==> src/rtl/eth_tx_pkg.sv <==
// Shared encodings and constants for the GMII transmit framer.
// Holds the FSM state type, the framing bytes and the CRC-32 byte-step function.
package eth_tx_pkg;

    typedef enum logic [2:0] {
        S_IDLE = 3'd0,
        S_PRE  = 3'd1,
        S_DATA = 3'd2,
        S_PAD  = 3'd3,
        S_FCS  = 3'd4,
        S_GAP  = 3'd5
    } state_t;

    localparam logic [7:0]  PREAMBLE = 8'h55;
    localparam logic [7:0]  SFD      = 8'hD5;
    localparam logic [31:0] CRC_POLY = 32'hEDB88320;
    localparam logic [31:0] CRC_INIT = 32'hFFFFFFFF;
    localparam int          PRE_LEN  = 8;

    // Reflected CRC-32 advanced by one byte, LSB of the byte first.
    function automatic logic [31:0] crc32_next(input logic [31:0] crc, input logic [7:0] d);
        logic [31:0] c;
        c = crc ^ {24'd0, d};
        for (int i = 0; i < 8; i++) begin
            if (c[0]) begin
                c = {1'b0, c[31:1]} ^ CRC_POLY;
            end else begin
                c = {1'b0, c[31:1]};
            end
        end
        return c;
    endfunction

endpackage

==> src/rtl/crc32_byte.sv <==
// Byte-wide CRC-32 accumulator; exposes the raw (uncomplemented) state.
// init has priority over en; the register holds when neither is asserted.
module crc32_byte
    import eth_tx_pkg::*;
(
    input  logic        clk,
    input  logic        rst_n,
    input  logic        init,
    input  logic        en,
    input  logic [7:0]  d,
    output logic [31:0] crc
);

    logic [31:0] crc_q;
    logic [31:0] crc_d;

    // Next CRC state: restart, fold one byte, or hold.
    always_comb begin
        crc_d = crc_q;
        if (init) begin
            crc_d = CRC_INIT;
        end else if (en) begin
            crc_d = crc32_next(crc_q, d);
        end else begin
            crc_d = crc_q;
        end
    end

    // CRC state register.
    always_ff @(posedge clk) begin
        if (!rst_n) begin
            crc_q <= CRC_INIT;
        end else begin
            crc_q <= crc_d;
        end
    end

    assign crc = crc_q;

endmodule

==> src/rtl/eth_tx_framer.sv <==
// GMII transmit framer: preamble/SFD, client payload via tx_warn look-ahead,
// zero pad to minimum length, CRC-32 FCS and inter-frame gap.
module eth_tx_framer
    import eth_tx_pkg::*;
#(
    parameter int JUMBO_DW = 14,
    parameter int MIN_LEN  = 60,
    parameter int IFG      = 12
) (
    input  logic                clk,
    input  logic                rst_n,
    input  logic                tx_req,
    input  logic [JUMBO_DW-1:0] tx_len,
    output logic                tx_ack,
    output logic                tx_warn,
    input  logic [7:0]          tx_data,
    output logic [7:0]          gmii_txd,
    output logic                gmii_tx_en,
    output logic                busy
);

    localparam logic [JUMBO_DW-1:0] PRE_LAST   = JUMBO_DW'(PRE_LEN - 1);
    localparam logic [JUMBO_DW-1:0] WARN_START = JUMBO_DW'(PRE_LEN - 2);
    localparam logic [JUMBO_DW-1:0] MIN_LEN_W  = JUMBO_DW'(MIN_LEN);
    localparam logic [JUMBO_DW-1:0] MIN_LAST   = JUMBO_DW'(MIN_LEN - 1);
    localparam logic [JUMBO_DW-1:0] IFG_LAST   = JUMBO_DW'(IFG - 1);
    localparam logic [JUMBO_DW-1:0] FCS_LAST   = JUMBO_DW'(3);
    localparam logic [JUMBO_DW-1:0] CNT_ONE    = JUMBO_DW'(1);
    localparam logic [JUMBO_DW-1:0] CNT_ZERO   = {JUMBO_DW{1'b0}};

    state_t              state_q, state_d;
    logic [JUMBO_DW-1:0] cnt_q, cnt_d;
    logic [JUMBO_DW-1:0] len_q, len_d;
    logic                ack_q, ack_d;
    logic                warn_q, warn_d;
    logic [7:0]          txd_q, txd_d;
    logic                en_q, en_d;
    logic                busy_q;

    logic                crc_init_s;
    logic                crc_en_s;
    logic [7:0]          crc_byte_s;
    logic [31:0]         crc_s;
    logic [31:0]         fcs_s;
    logic [JUMBO_DW:0]   cnt_plus2_s;

    crc32_byte u_crc (
        .clk   (clk),
        .rst_n (rst_n),
        .init  (crc_init_s),
        .en    (crc_en_s),
        .d     (crc_byte_s),
        .crc   (crc_s)
    );

    assign fcs_s       = ~crc_s;
    // Extra bit so a maximum-length frame cannot wrap the look-ahead compare.
    assign cnt_plus2_s = {1'b0, cnt_q} + (JUMBO_DW + 1)'(2);

    // Next-state, counter and registered-output decode.
    always_comb begin
        state_d    = state_q;
        cnt_d      = cnt_q;
        len_d      = len_q;
        ack_d      = 1'b0;
        warn_d     = 1'b0;
        txd_d      = 8'h00;
        en_d       = 1'b0;
        crc_init_s = 1'b0;
        crc_en_s   = 1'b0;
        crc_byte_s = tx_data;
        case (state_q)
            S_IDLE: begin
                // ack_q blocks a re-accept while the client is still dropping tx_req.
                if (tx_req && !ack_q) begin
                    ack_d = 1'b1;
                    len_d = tx_len;
                    if (tx_len != CNT_ZERO) begin
                        state_d = S_PRE;
                        cnt_d   = CNT_ONE;
                        txd_d   = PREAMBLE;
                        en_d    = 1'b1;
                    end else begin
                        state_d = S_IDLE;
                    end
                end else begin
                    state_d = S_IDLE;
                end
            end
            S_PRE: begin
                en_d       = 1'b1;
                crc_init_s = 1'b1;
                if (cnt_q == PRE_LAST) begin
                    txd_d   = SFD;
                    warn_d  = (len_q > CNT_ONE);
                    state_d = S_DATA;
                    cnt_d   = CNT_ZERO;
                end else begin
                    txd_d  = PREAMBLE;
                    warn_d = (cnt_q == WARN_START);
                    cnt_d  = cnt_q + CNT_ONE;
                end
            end
            S_DATA: begin
                en_d     = 1'b1;
                txd_d    = tx_data;
                crc_en_s = 1'b1;
                warn_d   = (cnt_plus2_s < {1'b0, len_q});
                if (cnt_q == (len_q - CNT_ONE)) begin
                    if (len_q < MIN_LEN_W) begin
                        state_d = S_PAD;
                        cnt_d   = cnt_q + CNT_ONE;
                    end else begin
                        state_d = S_FCS;
                        cnt_d   = CNT_ZERO;
                    end
                end else begin
                    cnt_d = cnt_q + CNT_ONE;
                end
            end
            S_PAD: begin
                en_d       = 1'b1;
                txd_d      = 8'h00;
                crc_en_s   = 1'b1;
                crc_byte_s = 8'h00;
                if (cnt_q == MIN_LAST) begin
                    state_d = S_FCS;
                    cnt_d   = CNT_ZERO;
                end else begin
                    cnt_d = cnt_q + CNT_ONE;
                end
            end
            S_FCS: begin
                en_d = 1'b1;
                case (cnt_q[1:0])
                    2'd0:    txd_d = fcs_s[7:0];
                    2'd1:    txd_d = fcs_s[15:8];
                    2'd2:    txd_d = fcs_s[23:16];
                    2'd3:    txd_d = fcs_s[31:24];
                    default: txd_d = 8'h00;
                endcase
                if (cnt_q == FCS_LAST) begin
                    state_d = S_GAP;
                    cnt_d   = CNT_ZERO;
                end else begin
                    cnt_d = cnt_q + CNT_ONE;
                end
            end
            S_GAP: begin
                if (cnt_q == IFG_LAST) begin
                    state_d = S_IDLE;
                    cnt_d   = CNT_ZERO;
                end else begin
                    cnt_d = cnt_q + CNT_ONE;
                end
            end
            default: begin
                state_d = S_GAP;
                cnt_d   = CNT_ZERO;
            end
        endcase
    end

    // State and output registers; reset abandons any frame and starts a full gap.
    always_ff @(posedge clk) begin
        if (!rst_n) begin
            state_q <= S_GAP;
            cnt_q   <= CNT_ZERO;
            len_q   <= CNT_ZERO;
            ack_q   <= 1'b0;
            warn_q  <= 1'b0;
            txd_q   <= 8'h00;
            en_q    <= 1'b0;
            busy_q  <= 1'b1;
        end else begin
            state_q <= state_d;
            cnt_q   <= cnt_d;
            len_q   <= len_d;
            ack_q   <= ack_d;
            warn_q  <= warn_d;
            txd_q   <= txd_d;
            en_q    <= en_d;
            busy_q  <= (state_d != S_IDLE);
        end
    end

    assign tx_ack     = ack_q;
    assign tx_warn    = warn_q;
    assign gmii_txd   = txd_q;
    assign gmii_tx_en = en_q;
    assign busy       = busy_q;

endmodule

==> config.mk <==
export PLATFORM = sky130hd
export DESIGN_NAME = eth_tx_framer
export DESIGN_NICKNAME = d
export VERILOG_FILES = /design/src/rtl/eth_tx_pkg.sv /design/src/rtl/crc32_byte.sv /design/src/rtl/eth_tx_framer.sv
export SDC_FILE = /design/constraint.sdc
export NUM_CORES = 1
export LEC_CHECK = 0
export ABC_AREA = 0
export CAP_MARGIN = 20
export CORE_MARGIN = 3
export CORE_UTILIZATION = 60
export DETAILED_ROUTE_END_ITERATION = 12
export GPL_TIMING_DRIVEN = 0
export MAX_ROUTING_LAYER = met4
export PLACE_DENSITY = 0.79
export SETUP_SLACK_MARGIN = 0.2
export SYNTH_ARGS = -nofsm -noshare
export SYNTH_HDL_FRONTEND = slang
export SYNTH_SLANG_ARGS = --single-unit
==> constraint.sdc <==
create_clock -name clk -period 7.2 [get_ports clk]
set_input_delay 1.08 -clock clk [delete_from_list [all_inputs] [get_ports clk]]
set_output_delay 1.08 -clock clk [all_outputs]
set_load 0.01 [all_outputs]
# After elaboration in Yosys (flattened, before gate mapping)
# Index checks and enable logic that the tools add are counted.
dict set report word_totals {
  register_bits 75
  latch_bits 0
  ramBits 0
  mem_bits_ro 0
  input_bits 25
  output_inout_bits 12
  elab_cells 108
  memories 0
}
dict set report op_classes {
  add_sub_neg 3
  multipliers 0
  n_div 0
  magnitude_cmp 3
  n_eq_ne 16
  shifts 0
  mux 54
  n_bitwise 11
  n_reduce_logical 12
}
# operator count
set ops {}
lappend ops {{32-bit 2-to-1 mux} 22}
lappend ops {{14-bit 2-to-1 mux} 8}
lappend ops {{13-bit NOT with 14-bit output} 8}
lappend ops {{14-bit one-hot mux with 6 select lines} 1}
lappend ops {{8-bit one-hot mux with 4 select lines} 2}
lappend ops {{32-bit NOT} 1}
lappend ops {{32-bit by 8-bit XOR with 32-bit output} 1}
lappend ops {{14-bit by 3-bit equality test with 1-bit output, second input constant} 2}
lappend ops {{3-bit 2-to-1 mux} 7}
lappend ops {{3-bit one-hot mux with 6 select lines} 1}
lappend ops {{8-bit 2-to-1 mux} 2}
lappend ops {{14-bit by 2-bit adder with 15-bit output, second input constant} 1}
lappend ops {{15-bit by 14-bit < comparator with 1-bit output} 1}
lappend ops {{14-bit by 1-bit adder with 14-bit output, second input constant} 1}
lappend ops {{14-bit equality test} 1}
lappend ops {{14-bit by 2-bit equality test with 1-bit output, second input constant} 1}
lappend ops {{14-bit by 4-bit equality test with 1-bit output, second input constant} 1}
lappend ops {{14-bit by 6-bit equality test with 1-bit output, second input constant} 1}
lappend ops {{14-bit by 1-bit greater-than comparator with 1-bit output, second input constant} 1}
lappend ops {{14-bit by 6-bit < comparator with 1-bit output, second input constant} 1}
lappend ops {{7-bit 2-to-1 mux} 2}
lappend ops {{14-bit nonzero test} 1}
lappend ops {{14-bit by 1-bit subtractor with 14-bit output, second input constant} 1}
lappend ops {{1-bit 2-to-1 mux} 7}
lappend ops {{other kinds (16)} 24}

# Longest topological paths before layout
# Gate-level depths: netlist (run 1).
dict set report depth {
  word_depth 33
  ltp_mapped 13
  depth_no_buf 13
}

# Hierarchy
# Synthesis (run 1) repeated with hierarchy kept, for this count alone.
dict set report unflattened {
  hier_cells 647
  hier_area_um2 5323.9
}
# module n_inst cells_per_inst area_each_um2 seq_area_each_um2
set by_module_without_submodules {}
lappend by_module_without_submodules {eth_tx_framer 1 451 3427.0 860.8}
lappend by_module_without_submodules {crc32_byte 1 196 1896.8 640.6}

# Worst setup path before layout (run 1)
# Ideal clock, no wire load.
dict set report synth_timing {
  path_type {input to register}
  from {input tx_data[7]}
  to {register u_crc.crc_q[20], in the netlist u_crc.crc[20]}
  setup_time_ns 0.141
  arrival_time_ns 2.834
  required_ns 7.059
  path_slack_ns 4.225
  stages 8
  path_buffers 0
  path_cell_list {xor2_1 > nand2_1 > xnor2_2 > xnor3_1 > xnor2_2 > xor2_1 > xor2_1 > o211ai_1}
}
dict set report synth_between {
  elab_chain_len 25
}
# item line
set synth_lines {}
lappend synth_lines {{from (decl)} eth_tx_framer.sv:16} ;# input logic [7:0] tx_data,
lappend synth_lines {{8-bit 2-to-1 mux (*)} eth_tx_framer.sv:72} ;# case (state_q)
lappend synth_lines {{32-bit by 8-bit XOR with 32-bit output (*)} eth_tx_pkg.sv:23} ;# c = crc ^ {24'd0, d};
lappend synth_lines {{32-bit 2-to-1 mux (*)} eth_tx_pkg.sv:25} ;# if (c[0]) begin
lappend synth_lines {{32-bit 2-to-1 mux (*)} crc32_byte.sv:22} ;# end else if (en) begin
lappend synth_lines {{32-bit 2-to-1 mux (*)} crc32_byte.sv:20} ;# if (init) begin
lappend synth_lines {{13-bit NOT with 14-bit output (no line)} --}
lappend synth_lines {{32-bit 2-to-1 mux (*)} eth_tx_pkg.sv:25}
lappend synth_lines {{32-bit 2-to-1 mux (*)} crc32_byte.sv:22}
lappend synth_lines {{[9 not listed]} --}
lappend synth_lines {{32-bit 2-to-1 mux (*)} crc32_byte.sv:20}
lappend synth_lines {{32-bit 2-to-1 mux (*)} eth_tx_pkg.sv:25}
lappend synth_lines {{32-bit 2-to-1 mux (*)} crc32_byte.sv:22}
lappend synth_lines {{32-bit 2-to-1 mux (*)} crc32_byte.sv:20}
lappend synth_lines {{32-bit 2-to-1 mux (*)} eth_tx_pkg.sv:25}
lappend synth_lines {{32-bit 2-to-1 mux (*)} crc32_byte.sv:22}
lappend synth_lines {{32-bit 2-to-1 mux (*)} crc32_byte.sv:20}
lappend synth_lines {{32-bit 2-to-1 mux (*)} eth_tx_pkg.sv:25}
lappend synth_lines {{to (signal assigned)} crc32_byte.sv:34} ;# crc_q <= crc_d;
lappend synth_lines {{to (decl)} crc32_byte.sv:14} ;# logic [31:0] crc_q;
# Every way passes the cells marked *; elsewhere a longest branch is shown, timed or not. The select of a mux whose other input is x is not followed.
# A chain may end at the register's enable or synchronous reset.

# Final worst setup path (run 1)
dict set report layout_timing {
  from {input tx_data[1]}
  to {register u_crc.crc_q[23], in the netlist u_crc.crc[23]}
}
dict set report layout_between {
  elab_chain_len 28
}
# item line
set layout_lines {}
lappend layout_lines {{8-bit 2-to-1 mux (*)} eth_tx_framer.sv:72}
lappend layout_lines {{32-bit by 8-bit XOR with 32-bit output (*)} eth_tx_pkg.sv:23}
lappend layout_lines {{32-bit 2-to-1 mux (*)} eth_tx_pkg.sv:25}
lappend layout_lines {{32-bit 2-to-1 mux (*)} crc32_byte.sv:22}
lappend layout_lines {{32-bit 2-to-1 mux (*)} crc32_byte.sv:20}
lappend layout_lines {{32-bit 2-to-1 mux (*)} eth_tx_pkg.sv:25}
lappend layout_lines {{32-bit 2-to-1 mux (*)} crc32_byte.sv:22}
lappend layout_lines {{32-bit 2-to-1 mux (*)} crc32_byte.sv:20}
lappend layout_lines {{[12 not listed]} --}
lappend layout_lines {{32-bit 2-to-1 mux (*)} crc32_byte.sv:22}
lappend layout_lines {{32-bit 2-to-1 mux (*)} crc32_byte.sv:20}
lappend layout_lines {{13-bit NOT with 14-bit output (no line)} --}
lappend layout_lines {{32-bit 2-to-1 mux (*)} eth_tx_pkg.sv:25}
lappend layout_lines {{32-bit 2-to-1 mux (*)} crc32_byte.sv:22}
lappend layout_lines {{32-bit 2-to-1 mux (*)} crc32_byte.sv:20}
lappend layout_lines {{13-bit NOT with 14-bit output (no line)} --}
lappend layout_lines {{32-bit 2-to-1 mux (*)} eth_tx_pkg.sv:25}
# Marks and branches as above.

==> impl_metrics.json, run 1 <==
{
  "maxCapViolations": 0,
  "mostFrequentLayoutCells": "nand2_1, dfxtp_1, xnor2_1, xor2_1, clkdlybuf4s50_1",
  "intPower_w": 0.000638,
  "mostFrequentLayoutCell": "nand2_1",
  "critPathArrivalTime_ns": 3.78,
  "fin_nets": 719,
  "power.net_switching_w": 0.000267,
  "die_h_um": 98.3,
  "cts_setup_buffers": 0,
  "worstSetupStartpointType": "primary input",
  "die_area_um2": 9660,
  "setup_ws_ns": 3.63,
  "placed_cell_area_um2": 5590,
  "cp_data_required_time_ns": 7.42,
  "ys_warn_count": 0,
  "outcome": "complete, no violations",
  "ys.flop_type": "dfxtp_1",
  "rsz0062_at_grt": "no",
  "grt_pass1_vias": 4355,
  "synth_fp_nets": 673,
  "grt_max_degree": 14,
  "die_w_um": 98.3,
  "avgSynthCellArea_um2": 8.15,
  "vias_per_cell": 6.06,
  "worst_hold_path_type": "flip-flop to flip-flop",
  "fin_area_um2": 5780,
  "critPathMaxFanout": 7,
  "vias": 4746,
  "synth_area_um2": 5110,
  "finalHoldViolations": 0,
  "drive_gt1_share_pct": 5.90,
  "num_rows": 33,
  "path_clk_slew_ns": 0.08,
  "core_um2": 8260,
  "wl_per_cell_um": 16.7,
  "peakVddDrop_uv": 96.4,
  "synth_cells": 627,
  "max_freq_mhz": 280,
  "reg2regPathDepth": 11,
  "numPortBuffers": 35,
  "grt_pass1_wl_um": 22000,
  "cellLeakagePower_nw": 2.28,
  "grt_overflow": 0,
  "rrSetupSlack_ns": 3.93,
  "antenna_found_initial": 0,
  "clock-sinks": 75,
  "relSlewSlack_pct": 34.4,
  "power_frac_clock_pct": 34.6,
  "clock_latency_ns": 0.35,
  "cts_hold_buf": 0,
  "synth-edff-count": 0,
  "htree_levels": 3,
  "routed_wl_um": 13100,
  "r2r_end": "cnt_q[13]$_SDFFE_PN0P_",
  "cts_root_buffer": "clkbuf_8",
  "grtUsageTotal_pct": 28.7,
  "crit_end": "u_crc.crc[23]$_SDFFE_PP1P_",
  "antennaDiodeCount": 0,
  "cts_resized": 0,
  "min_period_over_period_pct": 49.5,
  "crit_start": "tx_data[1]",
  "clock_skew_ns": 0.0109,
  "r2r_start": "len_q[0]$_SDFFE_PN0P_",
  "swShare_pct": 29.5,
  "start_util_pct": 61.8,
  "async_flop_share_pct": 0,
  "clock_path_buffers": 2,
  "firstDrtPassIters": 6,
  "slew_viol_final": 0,
  "drcViolationCount": 0,
  "critPathCaptureType": "flip-flop",
  "fin_crit_ns": 3.57,
  "ant_nets": 0,
  "p_total_w": 0.000905,
  "pre_cts_slack_ns": 3.34,
  "synthDistinctLibCells": 64,
  "yosysSeqAreaShare_pct": 29.4,
  "ys_ff_latch": 75,
  "p_per_area_nw_per_um2": 157,
  "nFillCells": 696,
  "fin_setup_tns_ns": 0,
  "power_frac_seq_pct": 46.6,
  "cts_made_buffers": 9,
  "cts_tree": "yes",
  "syn2layout_area_growth_pct": 13.1,
  "share_comb_of_total_power_pct": 18.8,
  "crit_type": "primary input to flip-flop",
  "tightest_slew_ns": 0.977,
  "ios": 37,
  "whs_ns": 0.516,
  "gp_congestion": 0.924,
  "finalSetupViolCount": 0,
  "dp_hpwl_um": 10000,
  "drtIter0Drc": 475
}
-- registers in the layout, summed over array words and instances (netlist names) --
register and count:
busy 1, cnt_q 14, gmii_tx_en 1, gmii_txd 8
len_q 14, state_q 3, tx_ack 1, tx_warn 1
u_crc.crc 32
-- per-layer routing --
layer / global-route usage (%) / wire length [µm] / vias up
met5: - / 0 / -
met2: 40.3 / 5630 / 220
li1: - / - / 2303
met3: 3.64 / 993 / 20
met1: 43.3 / 6270 / 2203
met4: 7.67 / 196 / 0
-- cell type report --
type	count	area (µm²)	area share, %
buffer	41	170	2.95
clock buffer	11	151	2.62
clock inverter	5	36.3	0.628
inverter	27	101	1.75
multi-input combinational	484	3330	57.7
sequential	75	1500	26.0
tap	105	131	2.27
timing repair buffer	35	350	6.06
-- cell families after synthesis --
family,count (synthesis),share of synthesized area [%]
AND/OR/NAND/NOR,218,21.1
AO/OA/AOI/OAI,142,19.6
XOR/XNOR,102,19.2
flip-flops,75,29.4
buffers and inverters,68,5.32
adder cells (fa/ha/maj),21,5.14
multiplexers,1,0.196
-- how the worst min path moves through the flow --
stage                          startpoint                          to  slack, ns  cells past startpoint
3_5_place_dp    u_crc.crc[2]$_SDFFE_PP1P_   u_crc.crc[2]$_SDFFE_PP1P_       0.50                      2
2_1_floorplan      len_q[11]$_SDFFE_PN0P_      len_q[11]$_SDFFE_PN0P_       0.47                      2
3_3_place_gp   u_crc.crc[17]$_SDFFE_PP1P_  u_crc.crc[17]$_SDFFE_PP1P_       0.49                      2
6_report        u_crc.crc[2]$_SDFFE_PP1P_   u_crc.crc[2]$_SDFFE_PP1P_       0.52                      2
5_1_grt        u_crc.crc[14]$_SDFFE_PP1P_  u_crc.crc[14]$_SDFFE_PP1P_       0.54                      2
4_1_cts         u_crc.crc[2]$_SDFFE_PP1P_   u_crc.crc[2]$_SDFFE_PP1P_       0.51                      2
-- per-stage QoR --
stage	cells	util (%)
6_report	783	70.0
5_1_grt	783	70.0
4_1_cts	783	70.0
3_5_place_dp	767	67.7
3_3_place_gp	767	67.7
2_1_floorplan	627	-
-- power groups by stage --
| stage | Combinational, W | Clock (W) | Sequential, W |
|---|---|---|---|
| 6_report | 0.000170 | 0.000313 | 0.000422 |
| 5_1_grt | 0.000185 | 0.000335 | 0.000422 |
| 3_3_place_gp | 0.000163 | 0 | 0.000431 |
| 3_5_place_dp | 0.000166 | 0 | 0.000432 |
| 2_1_floorplan | 0.000121 | 0 | 0.000431 |
| 4_1_cts | 0.000167 | 0.000315 | 0.000422 |
-- cell usage after synthesis, types with 7 or more instances --
cell	number	area, µm²
buf_2	7	35.0
nand2_1	96	360
nor4_1	9	56.3
ha_1	21	263
nand4_1	8	50.1
o22ai_1	10	62.6
xor2_1	38	333
nand3_1	12	60.1
nor2b_1	15	93.8
a21oi_1	33	165
nor3_1	13	65.1
inv_1	25	93.8
xnor2_1	55	482
dfxtp_1	75	1500
nor2_1	32	120
clkbuf_1	32	120
o211ai_1	31	233
-- worst max-delay path: stages --
cell and delay, ns:
clkdlybuf4s50_1 0.52, xor2_1 0.16, nand2_1 0.10, xnor2_2 0.51
xnor3_1 0.61, xnor2_2 0.21, xor2_1 0.27, xor2_1 0.21
o211ai_1 0.10
Power figures use the tool's default switching activity.
==> run 2: changes to the inputs <==
Settings changed: CORE_UTILIZATION 60 to 54, PLACE_DENSITY 0.79 to 0.75.
Clock period 7.2 ns to 2.96 ns, I/O delays scaled along.
==> run 2 against run 1 <==
- register-to-register slack got worse by 3.7 ns
- combinational power rose to 2.6 times the previous value
- clock skew fell by 0.0028 ns
- final cell count rose by 2.4%
- clock power rose to 2.9 times the previous value
- setup slack got worse by 3.4 ns
- cell area rose by 7.6%
- count of clock-buffer cells in the layout fell by 2
- utilization fell by 0.40 points
- via count rose by 1.4%
- sequential power rose by 140%
- largest power group unchanged
- highest routed layer unchanged
==> impl_metrics.json, run 2 (same netlist as run 1, synthesis figures left out) <==
{
  "dp_hpwl_um": 10700,
  "finalHoldViolations": 0,
  "die_h_um": 103,
  "p_per_area_nw_per_um2": 381,
  "finalSetupViolCount": 0,
  "num_rows": 34,
  "routed_wl_um": 14300,
  "cts_root_buffer": "clkbuf_8",
  "utilization_pct": 69.6,
  "htree_levels": 3,
  "whs_ns": 0.465,
  "critPathCaptureType": "flip-flop",
  "slew_viol_final": 0,
  "rsz0062_at_grt": "yes",
  "grt_max_degree": 15,
  "mostFrequentLayoutCell": "nand2_1",
  "ios": 37,
  "largest_reg_flops": 32,
  "hold_start": "rst_n",
  "outcome": "complete, no violations",
  "peakVddDrop_uv": 249,
  "crit_start": "len_q[3]$_SDFFE_PN0P_",
  "grt_overflow": 0,
  "fin_nets": 735,
  "mostFrequentLayoutCells": "nand2_1, dfxtp_1, xnor2_1, xor2_1, clkdlybuf4s50_1",
  "tightest_slew_ns": 0.909,
  "crit_type": "flip-flop to flip-flop",
  "nFillCells": 745,
  "relSlewSlack_pct": 38.9,
  "ant_nets": 0,
  "numPortBuffers": 35,
  "vias_per_cell": 6.00,
  "grt_pass1_vias": 4403,
  "grt_pass1_wl_um": 22300,
  "drcViolationCount": 0,
  "firstDrtPassIters": 6,
  "clock-sinks": 75,
  "path_clk_slew_ns": 0.08,
  "max_freq_mhz": 366,
  "clock_latency_ns": 0.36,
  "r2r_start": "len_q[3]$_SDFFE_PN0P_",
  "vias": 4814,
  "die_w_um": 103,
  "core_um2": 8930,
  "regArea_um2": 1530,
  "clock_skew_ns": 0.00806,
  "gp_congestion": 0.979,
  "worst_hold_path_type": "primary input to flip-flop",
  "die_area_um2": 10700,
  "worstSetupStartpointType": "flip-flop",
  "multiInputGateArea_um2": 3540,
  "maxCapViolations": 0,
  "antennaDiodeCount": 0,
  "clock_path_buffers": 2,
  "cellLeakagePower_nw": 2.45,
  "antenna_found_initial": 0,
  "drtIter0Drc": 367,
  "drive_gt1_share_pct": 14.3,
  "wl_per_cell_um": 17.8,
  "cts_tree": "yes",
  "min_period_over_period_pct": 92.4,
  "cp_data_required_time_ns": 3.20,
  "syn2layout_area_growth_pct": 21.7,
  "critPathArrivalTime_ns": 2.97,
  "fin_crit_ns": 2.74,
  "cts_made_buffers": 9,
  "grtUsageTotal_pct": 27.7,
  "start_util_pct": 57.2,
  "critPathMaxFanout": 7
}
-- run 2: cell types whose count changed in the layout (fill, tap and decap cells not counted), moves of 3 or more --
cell / before / now
buf_4: 0 / 15
dfxtp_1: 75 / 66
clkbuf_1: 32 / 25
dfxtp_4: 0 / 5
buf_6: 1 / 5
clkbuf_2: 0 / 4
dfxtp_2: 0 / 4
nor4_1: 9 / 5
ha_1: 21 / 18
nor3_1: 13 / 10
nor3_2: 0 / 3
-- run 2: final timing paths --
check	end	depth (start not counted)	slack, ns
worst max-delay path	cnt_q[6]$_SDFFE_PN0P_	8	0.22
worst min-delay path	state_q[0]$_SDFF_PN1_	2	0.46
worst max register to register	cnt_q[6]$_SDFFE_PN0P_	8	0.22
worst min register to register	len_q[4]$_SDFFE_PN0P_	2	0.51
-- run 2: layout make-up --
| class | instances | area share (%) |
|---|---|---|
| plain buffers | 41 | 3.32 |
| clock buffers | 9 | 1.99 |
| clock inverters | 7 | 1.63 |
| inverters | 27 | 1.69 |
| multi-input cells | 484 | 57.0 |
| flip-flops and latches | 75 | 24.5 |
| well taps | 108 | 2.17 |
| repair buffers | 51 | 7.59 |
-- run 2: stage by stage --
step | power, W | std cells | setup TNS, ns | setup slack [ns] | area, µm²
finish | 0.00236 | 802 | 0 | 0.225 | 6210
global route | 0.00245 | 802 | 0 | 0.162 | 6210
CTS | 0.00236 | 792 | 0 | 0.213 | 5960
detailed placement | 0.00146 | 770 | -1.85 | -0.302 | 5600
global placement | 0.00145 | 770 | -1.61 | -0.321 | 5600
floorplan | 0.00134 | 627 | 0 | 0.217 | 5110
-- run 2: routing by layer --
metal / vias up / routed length [µm] / GRT usage, %
met1: 2271 / 6640 / 38.4
met3: 21 / 1130 / 5.37
met5: - / 0 / -
li1: 2328 / - / -
met2: 194 / 6320 / 41.7
met4: 0 / 184 / 6.57
-- run 2: worst max-delay path, stage by stage, from the launching register on --
cell,delay [ns]
dfxtp_4,0.37
or4_4,0.54
nor4_4,0.24
o22ai_1,0.11
or4_4,0.57
o21ai_4,0.23
a21oi_4,0.13
and3_1,0.18
a221o_1,0.27
-- run 2: power by group --
group          switching (W)  internal, W
combinational       0.000245     0.000196
sequential         0.0000101      0.00101
clock               0.000418     0.000482
total               0.000673      0.00169
-- run 2: timing repair --
item                                    in CTS  in global routing
setup buffers                                6                  9
hold buffers                                 0                  0
endpoints found under the setup margin      18                 23
gates cloned                                 0                  1
endpoints found under the hold margin        0                  0
pin swaps                                    9                  3
gates resized for setup                     22                 49
==> patch 1 (settings of run 1) <==
Change the parameter `JUMBO_DW` from 14 to 18.
--- a/src/rtl/eth_tx_framer.sv
+++ b/src/rtl/eth_tx_framer.sv
@@ -3,7 +3,7 @@
 module eth_tx_framer
     import eth_tx_pkg::*;
 #(
-    parameter int JUMBO_DW = 14,
+    parameter int JUMBO_DW = 18,
     parameter int MIN_LEN  = 60,
     parameter int IFG      = 12
 ) (
Ports: changed (resized tx_len); port bits go from 37 to 41. No check against the original RTL was run, so the function may have changed too.
==> patch 1 against run 1 <==
- first-iteration DRC count shrank 16%
- maximum frequency shrank 3.2%
- global-route usage grew 2.1 points
- non-clock buffer count rose by 11
- via count grew 17%
- final cell count is 18% higher
- design area rose by 13%
- count of clock-buffer cells in the layout down 1
- wire length increased by 23%
- sequential cell count rose by 8
- register-to-register slack got worse by 0.35 ns
- setup slack got worse by 0.12 ns
- power increased by 7.0%
- synthesized area increased by 13%
==> patch 1: results (changes against run 1) <==
stage	metric	value	unit	change
synth	synthTopCellsByCount	nand2_1 (119), dfxtp_1 (83), xnor2_1 (65)		
setup_path	path_max_fanout	8		+1
setup_path	cp_slowest_cell	xnor2_2		
synth	ys.warnings.count	0		unchanged
global_route	grt_pass1_vias	5154		+18%
finish	insertedDiodeCount	0		unchanged
placement	dp_hpwl	12300	um	+22%
global_route	grt_max_degree	16		+2
finish	drive_above_1_share	3.79	%	-2.1 points
cts	cts_buffers	9		unchanged
placement	place_congestion	0.977		+5.7%
setup_path	rr_endpoint	tx_warn		
finish	nNetsFinal	841		+17%
pwr	power_leakage	0.00251	uW	+10%
global_route	grt_pass1_wl	26600	um	+21%
detailed_routing	drt-initial-drc-count	397		-16%
setup_path	reg2reg_depth	13		+2
sta	worst_hold_slack	0.517	ns	+0.00120 ns
hold_path	whs_path_depth	2		unchanged
synth	synth_cell_types	66		+3.1%
pwr	worst_ir_drop_vdd	0.116	mV	+20%
setup_path	worst_ep_arrival_time	3.92	ns	+0.14 ns
sta	tightest_slew	0.988	ns	+0.0113 ns
detailed_routing	wirelength	16100	um	+23%
cts	post_cts_buffers	0		unchanged
outcome	outcome	finished clean		
cts	cts_resized	0		unchanged
hold_path	hold_end	u_crc.crc[12]		
placement	port_buffers	39		+11%
detailed_routing	dr.pass1.iters	5		-1
finish	largest_reg_flops	32		unchanged
setup_path	r2r-start	cnt_q[5]		
synth	yosysSeqAreaShare	28.9	%	-0.52 points
cts	clock_tree.root_cell	clkbuf_8		
synth	synthTopCellsByArea	dfxtp_1 (29%), xnor2_1 (9.9%), nand2_1 (7.8%), xor2_1 (6.1%), ha_1 (5.4%)		
detailed_routing	viasPerCell	6.03		-0.58%
sta	skew	0.0109	ns	-0.0000172 ns
cts	clk_latency	0.36	ns	
synth	async_flop_share	0	%	unchanged
setup_path	slowest_delay	0.60	ns	
setup_path	r2r_slack	3.58	ns	-0.35 ns
hold_path	min_from	u_crc.crc[12]		
global_route	grt.total_usage	30.8	%	+2.1 points
cts	clk_pin_slew	0.09	ns	
global_route	antenna_found_initial	0		unchanged
synth	syn_nets	791		+18%
==> patch 1: changes by cell type after synthesis, moves of 6 or more <==
cell	run 1	this run
nand2_1	96	119
o21ai_0	6	18
xnor2_1	55	65
clkbuf_1	32	40
dfxtp_1	75	83
inv_1	25	33
nor3_1	13	21
nor2_1	32	38
or3_1	1	7
==> patch 1: metrics by stage <==
step | area (sq um) | std cells | setup slack, ns | utilization [%]
2_1_floorplan | 5750 | 737 | 4.14 | -
3_3_place_gp | 6300 | 905 | 3.25 | 67.9
3_5_place_dp | 6300 | 905 | 3.17 | 67.9
4_1_cts | 6510 | 921 | 3.53 | 70.1
5_1_grt | 6510 | 921 | 3.37 | 70.1
6_report | 6510 | 921 | 3.52 | 70.1
==> patch 1: how the worst max path moves through the flow <==
stage / end / slack, ns / start
after floorplan: u_crc.crc[23] / 4.14 / tx_data[7]
final: u_crc.crc[20] / 3.52 / tx_data[7]
after global routing: u_crc.crc[20] / 3.37 / tx_data[7]
after global placement: u_crc.crc[23] / 3.25 / tx_data[7]
after detailed placement: u_crc.crc[20] / 3.17 / tx_data[7]
after CTS: u_crc.crc[20] / 3.53 / tx_data[7]
==> patch 1: cell type report <==
class                      instances  area (sq um)
buffer                            48           200
clock buffer                      10           128
clock inverter                     6          73.8
fill                             822          2780
inverter                          35           131
multi-input combinational        571          3760
sequential                        83          1660
tap                              129           161
timing repair buffer              39           390
==> patch 1: logic make-up (layout without fill, tap and decap cells) <==
logic type,after synthesis,after routing,share of synthesized area [%]
XOR/XNOR,108,108,17.1
multiplexers,4,4,0.718
buffers and inverters,83,138,5.76
flip-flops,83,83,28.9
adder cells (fa/ha/maj),25,25,5.44
AO/OA/AOI/OAI,163,163,19.4
AND/OR/NAND/NOR,271,271,22.7
==> patch 1: critical path: cells and delay by family <==
kind / cells / cell delay, ns
xor+xnor: 5 / 1.95
mux: 1 / 0.15
buf+inv: 1 / 0.56
simple gates: 2 / 0.18
==> patch 1: report_power, final <==
group	total (uW)	internal, uW	switching, uW	leakage [uW]
sequential	462	460	2.25	0.000670
combinational	154	68.7	84.8	0.00175
clock	352	165	187	0.0000950
==> patch 1: metal layers <==
metal | track usage (%) | share of wire [%]
met5 | - | 0
met4 | 8.45 | 1.6
met3 | 5.40 | 8.2
met2 | 42.4 | 42
met1 | 46.2 | 49
==> patch 2 (config.mk and constraints of run 1) <==
Made on the original files. Reset style: asynchronous (`rst_n`), changed in 2 clocked blocks.
--- a/src/rtl/crc32_byte.sv
+++ b/src/rtl/crc32_byte.sv
@@ -27,7 +27,7 @@
     end
 
     // CRC state register.
-    always_ff @(posedge clk) begin
+    always_ff @(posedge clk or negedge rst_n) begin
         if (!rst_n) begin
             crc_q <= CRC_INIT;
         end else begin
--- a/src/rtl/eth_tx_framer.sv
+++ b/src/rtl/eth_tx_framer.sv
@@ -162,7 +162,7 @@
     end
 
     // State and output registers; reset abandons any frame and starts a full gap.
-    always_ff @(posedge clk) begin
+    always_ff @(posedge clk or negedge rst_n) begin
         if (!rst_n) begin
             state_q <= S_GAP;
             cnt_q   <= CNT_ZERO;
Behaviour: no difference found for any inputs over 10 cycles, from zero or initial values and one cycle with rst_n low; that may be too few to reach the edited logic, so the function may still have changed.
==> patch 2 against run 1 <==
- setup slack improved by 0.13 ns
- final cell count fell by 4.5%
- combinational power decreased by 35%
- power decreased by 3.4%
- global-route usage up 1.3 points
- wire length is 5.3% higher
- synthesized area grew 2.1%
- design area up 2.7%
- sequential cell count unchanged
==> patch 2: results (changes against run 1) <==
stage	metric	value	unit	change
detailed_routing	drt-met1-wl	6490	um	+3.5%
synth	yosysSeqAreaShare	36.8	%	+7.4 points
setup_path	path_max_fanout	4		-3
outcome	outcome	finished clean		
finish	nMultiInputCombCells	458		-5.4%
synth	synthMuxAreaShare	0	%	-0.20 points
detailed_routing	routed-via-count	4551		-4.1%
detailed_routing	drt-initial-drc-count	431		-9.3%
placement	port_buffers	36		+2.9%
sta	skew	0.0113	ns	+0.000443 ns
global_route	grt_pass1_vias	4387		+0.73%
finish	fin_cells	748		-4.5%
finish	nNetsFinal	684		-4.9%
synth	synth_top_area_share	19.2	%	-10 points
detailed_routing	wire_per_inst	18.4	um	+10%
global_route	grtUsageMet3	4.28	%	+0.63 points
synth	synthTopCellsByArea	dfrtp_1 (19%), dfstp_2 (18%), xnor2_1 (11%), xor2_1 (5.7%), ha_1 (5.0%)		
global_route	grt_max_degree	60		+46
finish	num-fill-cells	682		-2.0%
pwr	worst_ir_drop_vdd	0.106	mV	+9.7%
placement	place_area	5730	sq um	+2.5%
synth	synth_compound_area_share	17.3	%	-2.3 points
placement	place_congestion	0.976		+5.6%
finish	multi_input_area_share	51.3	%	-6.4 points
synth	synthTopCellsByCount	xnor2_1 (63), nor2_1 (62), nand2_1 (60)		
synth	synth_cell_types	70		+9.4%
[patch 2: changes by cell type in the layout (fill, tap and decap cells not counted), moves of 12 or more]
cell      change
clkbuf_1     -12
dfrtp_1      +40
dfstp_2      +35
dfxtp_1      -75
nand2_1      -36
nor2_1       +30
o211ai_1     -30
o21ai_0      +21
[patch 2: path summary, 6_finish.rpt]
| kind | depth (start not counted) | endpoint | startpoint | slack (ns) |
|---|---|---|---|---|
| worst max-delay path | 9 | u_crc.crc[20] | tx_data[4] | 3.76 |
| worst min-delay path | 2 | u_crc.crc[5] | u_crc.crc[5] | 0.52 |
| worst max register to register | 12 | tx_warn | cnt_q[5] | 3.82 |
| worst min register to register | 2 | u_crc.crc[5] | u_crc.crc[5] | 0.52 |
| max in group asynchronous | 2 | u_crc.crc[28] | rst_n | 5.99 |
| min in group asynchronous | 1 | len_q[1] | rst_n | 0.58 |
[patch 2: power by group]
group | switching, uW | total [uW] | internal, uW
registers | 0.142 | 423 | 423
clock network | 170 | 341 | 171
logic | 60.3 | 111 | 50.9
